--- src/rtl/fetch_if.sv ---
// Fetch-stage bus bundle: hazard/branch controls, instruction memory handshake, IF/ID outputs.
// master = fetch stage, slave = surrounding core / memory.
interface fetch_if #(
  parameter int N       = 64,
  parameter int INSTR_W = 32
);
  logic               PCSrc_F;
  logic [N-1:0]       PCBranch_F;
  logic               Exc_F;
  logic               Stall_D;
  logic               Flush_D;
  logic               imem_ready_F;
  logic [INSTR_W-1:0] imem_data_F;
  logic [N-1:0]       imem_addr_F;
  logic               imem_req_F;
  logic [INSTR_W-1:0] instr_D;
  logic [N-1:0]       pc_D;
  logic               valid_D;

  modport master (
    input  PCSrc_F, PCBranch_F, Exc_F, Stall_D, Flush_D, imem_ready_F, imem_data_F,
    output imem_addr_F, imem_req_F, instr_D, pc_D, valid_D
  );

  modport slave (
    output PCSrc_F, PCBranch_F, Exc_F, Stall_D, Flush_D, imem_ready_F, imem_data_F,
    input  imem_addr_F, imem_req_F, instr_D, pc_D, valid_D
  );
endinterface

--- src/rtl/fetch_pipe.sv ---
// Stall-capable LEGv8 fetch stage with wait-state imem handshake, branch/exception
// redirect, and an integrated IF/ID register.
module fetch_pipe #(
  parameter int           N          = 64,
  parameter int           INSTR_W    = 32,
  parameter int           PC_INCR    = 4,
  parameter logic [N-1:0] RESET_PC   = '0,
  parameter logic [N-1:0] EXC_VECTOR = N'('h100)
) (
  input  logic   clk,
  input  logic   reset,
  fetch_if.master bus
);

  typedef enum logic {FETCH, DRAIN} state_t;

  state_t             state, state_n;
  logic [N-1:0]       pc, pc_n;
  logic [N-1:0]       pend_pc, pend_pc_n;
  logic [INSTR_W-1:0] instr_q, instr_n;
  logic [N-1:0]       pcd_q, pcd_n;
  logic               valid_q, valid_n;

  logic               redirect;
  logic [N-1:0]       target;

  assign redirect = bus.Exc_F | bus.PCSrc_F;
  assign target   = bus.Exc_F ? EXC_VECTOR : bus.PCBranch_F;

  always_ff @(posedge clk) begin
    if (reset) begin
      state   <= FETCH;
      pc      <= RESET_PC;
      pend_pc <= '0;
      instr_q <= '0;
      pcd_q   <= '0;
      valid_q <= 1'b0;
    end else begin
      state   <= state_n;
      pc      <= pc_n;
      pend_pc <= pend_pc_n;
      instr_q <= instr_n;
      pcd_q   <= pcd_n;
      valid_q <= valid_n;
    end
  end

  always_comb begin
    state_n   = state;
    pc_n      = pc;
    pend_pc_n = pend_pc;
    instr_n   = instr_q;
    pcd_n     = pcd_q;
    valid_n   = valid_q;

    case (state)
      FETCH: begin
        if (redirect) begin
          valid_n = 1'b0;
          if (bus.imem_ready_F) begin
            pc_n = target;
          end else begin
            // Wrong-path access is still in flight; park the target until it returns.
            pend_pc_n = target;
            state_n   = DRAIN;
          end
        end else if (!bus.Stall_D) begin
          if (bus.imem_ready_F) begin
            instr_n = bus.imem_data_F;
            pcd_n   = pc;
            valid_n = 1'b1;
            pc_n    = pc + N'(PC_INCR);
          end else begin
            valid_n = 1'b0;
          end
        end
      end
      DRAIN: begin
        valid_n = 1'b0;
        if (redirect) pend_pc_n = target;
        if (bus.imem_ready_F) begin
          pc_n    = redirect ? target : pend_pc;
          state_n = FETCH;
        end
      end
      default: state_n = FETCH;
    endcase

    if (bus.Flush_D) begin
      valid_n = 1'b0;
      instr_n = '0;
      pcd_n   = '0;
    end
  end

  assign bus.imem_addr_F = pc;
  assign bus.imem_req_F  = !reset;
  assign bus.instr_D     = instr_q;
  assign bus.pc_D        = pcd_q;
  assign bus.valid_D     = valid_q;

endmodule

--- src/flat_wrapper.sv ---
// flat-port wrapper written by rule: the top's interface ports become plain ports
module fetch_pipe_flat 
#(
  parameter int           N          = 64,
  parameter int           INSTR_W    = 32,
  parameter int           PC_INCR    = 4,
  parameter logic [N-1:0] RESET_PC   = '0,
  parameter logic [N-1:0] EXC_VECTOR = N'('h100)
)
  (clk, reset, bus_PCSrc_F, bus_PCBranch_F, bus_Exc_F, bus_Stall_D, bus_Flush_D, bus_imem_ready_F, bus_imem_data_F, bus_imem_addr_F, bus_imem_req_F, bus_instr_D, bus_pc_D, bus_valid_D);
  fetch_if #(.N(N), .INSTR_W(INSTR_W)) bus_i ();
  input  logic clk;
  input  logic reset;
  input wire logic [$bits(bus_i.PCSrc_F)-1:0] bus_PCSrc_F;
  input wire logic [$bits(bus_i.PCBranch_F)-1:0] bus_PCBranch_F;
  input wire logic [$bits(bus_i.Exc_F)-1:0] bus_Exc_F;
  input wire logic [$bits(bus_i.Stall_D)-1:0] bus_Stall_D;
  input wire logic [$bits(bus_i.Flush_D)-1:0] bus_Flush_D;
  input wire logic [$bits(bus_i.imem_ready_F)-1:0] bus_imem_ready_F;
  input wire logic [$bits(bus_i.imem_data_F)-1:0] bus_imem_data_F;
  output wire logic [$bits(bus_i.imem_addr_F)-1:0] bus_imem_addr_F;
  output wire logic [$bits(bus_i.imem_req_F)-1:0] bus_imem_req_F;
  output wire logic [$bits(bus_i.instr_D)-1:0] bus_instr_D;
  output wire logic [$bits(bus_i.pc_D)-1:0] bus_pc_D;
  output wire logic [$bits(bus_i.valid_D)-1:0] bus_valid_D;
  assign bus_i.PCSrc_F = bus_PCSrc_F;
  assign bus_i.PCBranch_F = bus_PCBranch_F;
  assign bus_i.Exc_F = bus_Exc_F;
  assign bus_i.Stall_D = bus_Stall_D;
  assign bus_i.Flush_D = bus_Flush_D;
  assign bus_i.imem_ready_F = bus_imem_ready_F;
  assign bus_i.imem_data_F = bus_imem_data_F;
  assign bus_imem_addr_F = bus_i.imem_addr_F;
  assign bus_imem_req_F = bus_i.imem_req_F;
  assign bus_instr_D = bus_i.instr_D;
  assign bus_pc_D = bus_i.pc_D;
  assign bus_valid_D = bus_i.valid_D;
  fetch_pipe #(.N(N), .INSTR_W(INSTR_W), .PC_INCR(PC_INCR), .RESET_PC(RESET_PC), .EXC_VECTOR(EXC_VECTOR)) u_core (.clk(clk), .reset(reset), .bus(bus_i));
endmodule
--- config.mk ---
export PLATFORM = sky130hd
export DESIGN_NAME = fetch_pipe_flat
export DESIGN_NICKNAME = d
export VERILOG_FILES = /design/src/rtl/fetch_if.sv /design/src/rtl/fetch_pipe.sv /design/src/flat_wrapper.sv
export SDC_FILE = /design/constraint.sdc
export NUM_CORES = 1
export LEC_CHECK = 0
export ABC_AREA = 1
export CELL_PAD_IN_SITES_DETAIL_PLACEMENT = 2
export CELL_PAD_IN_SITES_GLOBAL_PLACEMENT = 2
export CORE_MARGIN = 5
export CORE_UTILIZATION = 27
export DETAILED_ROUTE_END_ITERATION = 6
export PLACE_DENSITY = 0.9
export REMOVE_ABC_BUFFERS = 1
export SLEW_MARGIN = 10
export SYNTH_ARGS = -nofsm -noshare
export SYNTH_HDL_FRONTEND = slang
export SYNTH_SLANG_ARGS = --single-unit
--- constraint.sdc ---
create_clock -name clk -period 2 [get_ports clk]
set_clock_uncertainty 0.15 [all_clocks]
set_input_delay 0.2 -clock clk [delete_from_list [all_inputs] [get_ports clk]]
set_output_delay 0.2 -clock clk [all_outputs]
set_load 0.01 [all_outputs]
==> impl_metrics.tcl <==
set metrics [dict create \
    yosysSeqAreaShare 0.378 \
    status "finished, violations left" \
    syn_area_per_cell_um2 6.32 \
    ys_warn_count 0 \
    whs_ps 60.5 \
    timing.final.hold_violations 0 \
    cts.clk_slew.worst_paths_ps 70 \
    drv_cap 0 \
    rsz0062_at_grt "true" \
    tns_ps -8050 \
    syn2layout_area_growth_pct 58.9 \
    period_needed_ps 2340 \
    powerDensity_mw_per_mm2 697 \
    final_common_cell "nand2_1" \
    ant_nets 0 \
    vias_per_cell 5.93 \
    clock_latency_ps 600 \
    drive_above_1_share 0.237 \
    finalInstanceArea_mm2 0.0190 \
    layout_setup_ws_ps -344 \
    setup_viol 52 \
    firstDrtPassIters 6 \
    cp.arrival_ps 2710 \
    coreArea_mm2 0.0440 \
    initial_core_util 0.272 \
    required_ps 2360 \
    die_area_mm2 0.0487 \
    clkSinkCount 226 \
    die_x_um 221 \
    rows 77 \
    ios 265 \
    hold_path_class "primary input to flip-flop" \
    cp-start-kind "flip-flop" \
    ys_seq_elements 226 \
    ctsHoldBuffers 0 \
    timing.final.crit_share 1.17 \
    remaining_drc_errors 0 \
    grt_pass1_wl_mm 115 \
    ctsRootBufferMaster "clkbuf_16" \
    numCtsBuffers 29 \
    syn_area_mm2 0.0120 \
    relSlewSlack 0.548 \
    wirelength_mm 90.5 \
    cts_tree "built" \
    grt_max_degree 113 \
    violations "setup timing" \
    final_core_util 0.432 \
    dpl-instance-area_mm2 0.0166 \
    drv_slew 0 \
    die_h_um 221 \
    clockBufferDepth 3 \
    via_count 17200 \
    io_buffers 264 \
    ff2ff_setup_slack_ps -340 \
    antenna_found_initial 6 \
    first_global_vias 18400 \
    tightest_slew_ps 679 \
    final_cell_mix "392 x nand2_1, 206 x clkdlybuf4s50_1, 205 x o21ai_0" \
    place_congestion 0.904 \
    total_leakage_power_uw 0.00828 \
    grt_overflow 0 \
    nNetsFinal 2398 \
    hpwlAfterDp_mm 49.5 \
    routedWlPerCell_um 31.1 \
    drtIter0Drc 1419 \
    cp-end-kind "flip-flop" \
    clock.fmax_ghz 0.427 \
    ys_types 27 \
    syn_inst 1897 \
    grt_use_total 0.306 \
    place_ws_ps -433 \
    critical_path_class "flip-flop to flip-flop" \
    ir_drop_mv 0.433 \
    htreeDepth 1 \
    crit_fanout 5 \
]
what timing repair did:
action	4_1_cts	5_1_grt
pin swaps	22	75
buffers inserted	16	12
gates cloned	0	2
setup endpoints to repair	112	79
gates resized for setup	219	245
state kept, by name, summed over array words and instances, names as in the netlist:
register and flops:
u_core.bus.imem_addr_F 64, u_core.bus.valid_D 1, u_core.state 1, u_core.pend_pc 64, u_core.bus.instr_D 32, u_core.bus.pc_D 64
where the power goes:
part           switching (µW)  total (µW)  internal, µW
clock network            2390        5680          3290
registers                 291        5030          4740
logic                    1630        2570           937
total                    4310       13300          8970
layer usage:
| layer | global-route usage | part of all wire | wire length, µm | vias to the layer above |
|---|---|---|---|---|
| met4 | 0.165 | 0.081 | 7320 | 6 |
| li1 | - | - | - | 7071 |
| met2 | 0.555 | 0.48 | 43500 | 1088 |
| met5 | 0 | 0.00046 | 42 | - |
| met1 | 0.337 | 0.36 | 32800 | 8617 |
| met3 | 0.0598 | 0.076 | 6850 | 461 |
cell type report:
type,count,area [µm²]
diodes,1,2.50
clock buffers,41,841
clock inverters,9,126
fillers,4989,25000
inverters,151,577
multi-input cells,1395,7400
flip-flops and latches,226,4630
well taps,592,741
repair buffers,491,4720
final timing paths:
kind                                           startpoint                    endpoint  cells after the start
worst min-delay path                   bus_imem_data_F[8]       u_core.bus.instr_D[8]                      3
worst max-delay path            u_core.bus.imem_addr_F[3]  u_core.bus.imem_addr_F[18]                     12
worst min register to register      u_core.bus.instr_D[8]       u_core.bus.instr_D[8]                      2
worst max register to register  u_core.bus.imem_addr_F[3]  u_core.bus.imem_addr_F[18]                     12
Yosys cell counts (all sizes together):
cell type / instances / area share
a211oi: 4 / 0.0025
a21oi: 175 / 0.073
a31oi: 16 / 0.0084
buf: 27 / 0.011
clkbuf: 98 / 0.031
dfxtp: 226 / 0.38
ha: 1 / 0.0010
inv: 151 / 0.047
nand2: 465 / 0.15
nand3: 169 / 0.071
nand3b: 1 / 0.00063
nand4: 4 / 0.0021
nor2: 242 / 0.077
nor3: 6 / 0.0034
o211ai: 29 / 0.018
o21ai: 245 / 0.10
o221ai: 31 / 0.023
or2: 2 / 0.0010
xnor2: 5 / 0.0037
cells by family (layout without fill, tap and decap cells):
group | after synthesis | after routing | share of synthesized area
compound gates | 500 | 500 | 0.227
buf+inv | 276 | 692 | 0.0896
other cells | 0 | 1 | 0
flops | 226 | 226 | 0.378
simple gates | 889 | 889 | 0.301
xor+xnor | 5 | 5 | 0.00365
fa+ha+maj | 1 | 1 | 0.00104
worst max-delay path: stages, from the launching register on:
cell and delay [ps]:
dfxtp_4 390, ha_4 170, nand2_4 70, nor2_4 130
nand2_4 130, nor2_4 160, buf_12 140, buf_4 100
buf_4 110, xnor2_1 80, o21ai_0 320, nand2_1 150
a21oi_2 160
through the flow:
stage	std cells	total power [µW]
2_1_floorplan	1772	5850
3_3_place_gp	2829	7070
3_5_place_dp	2829	7240
4_1_cts	2894	12800
5_1_grt	2906	13600
6_report	2906	13300
Power figures use the tool's default switching activity.
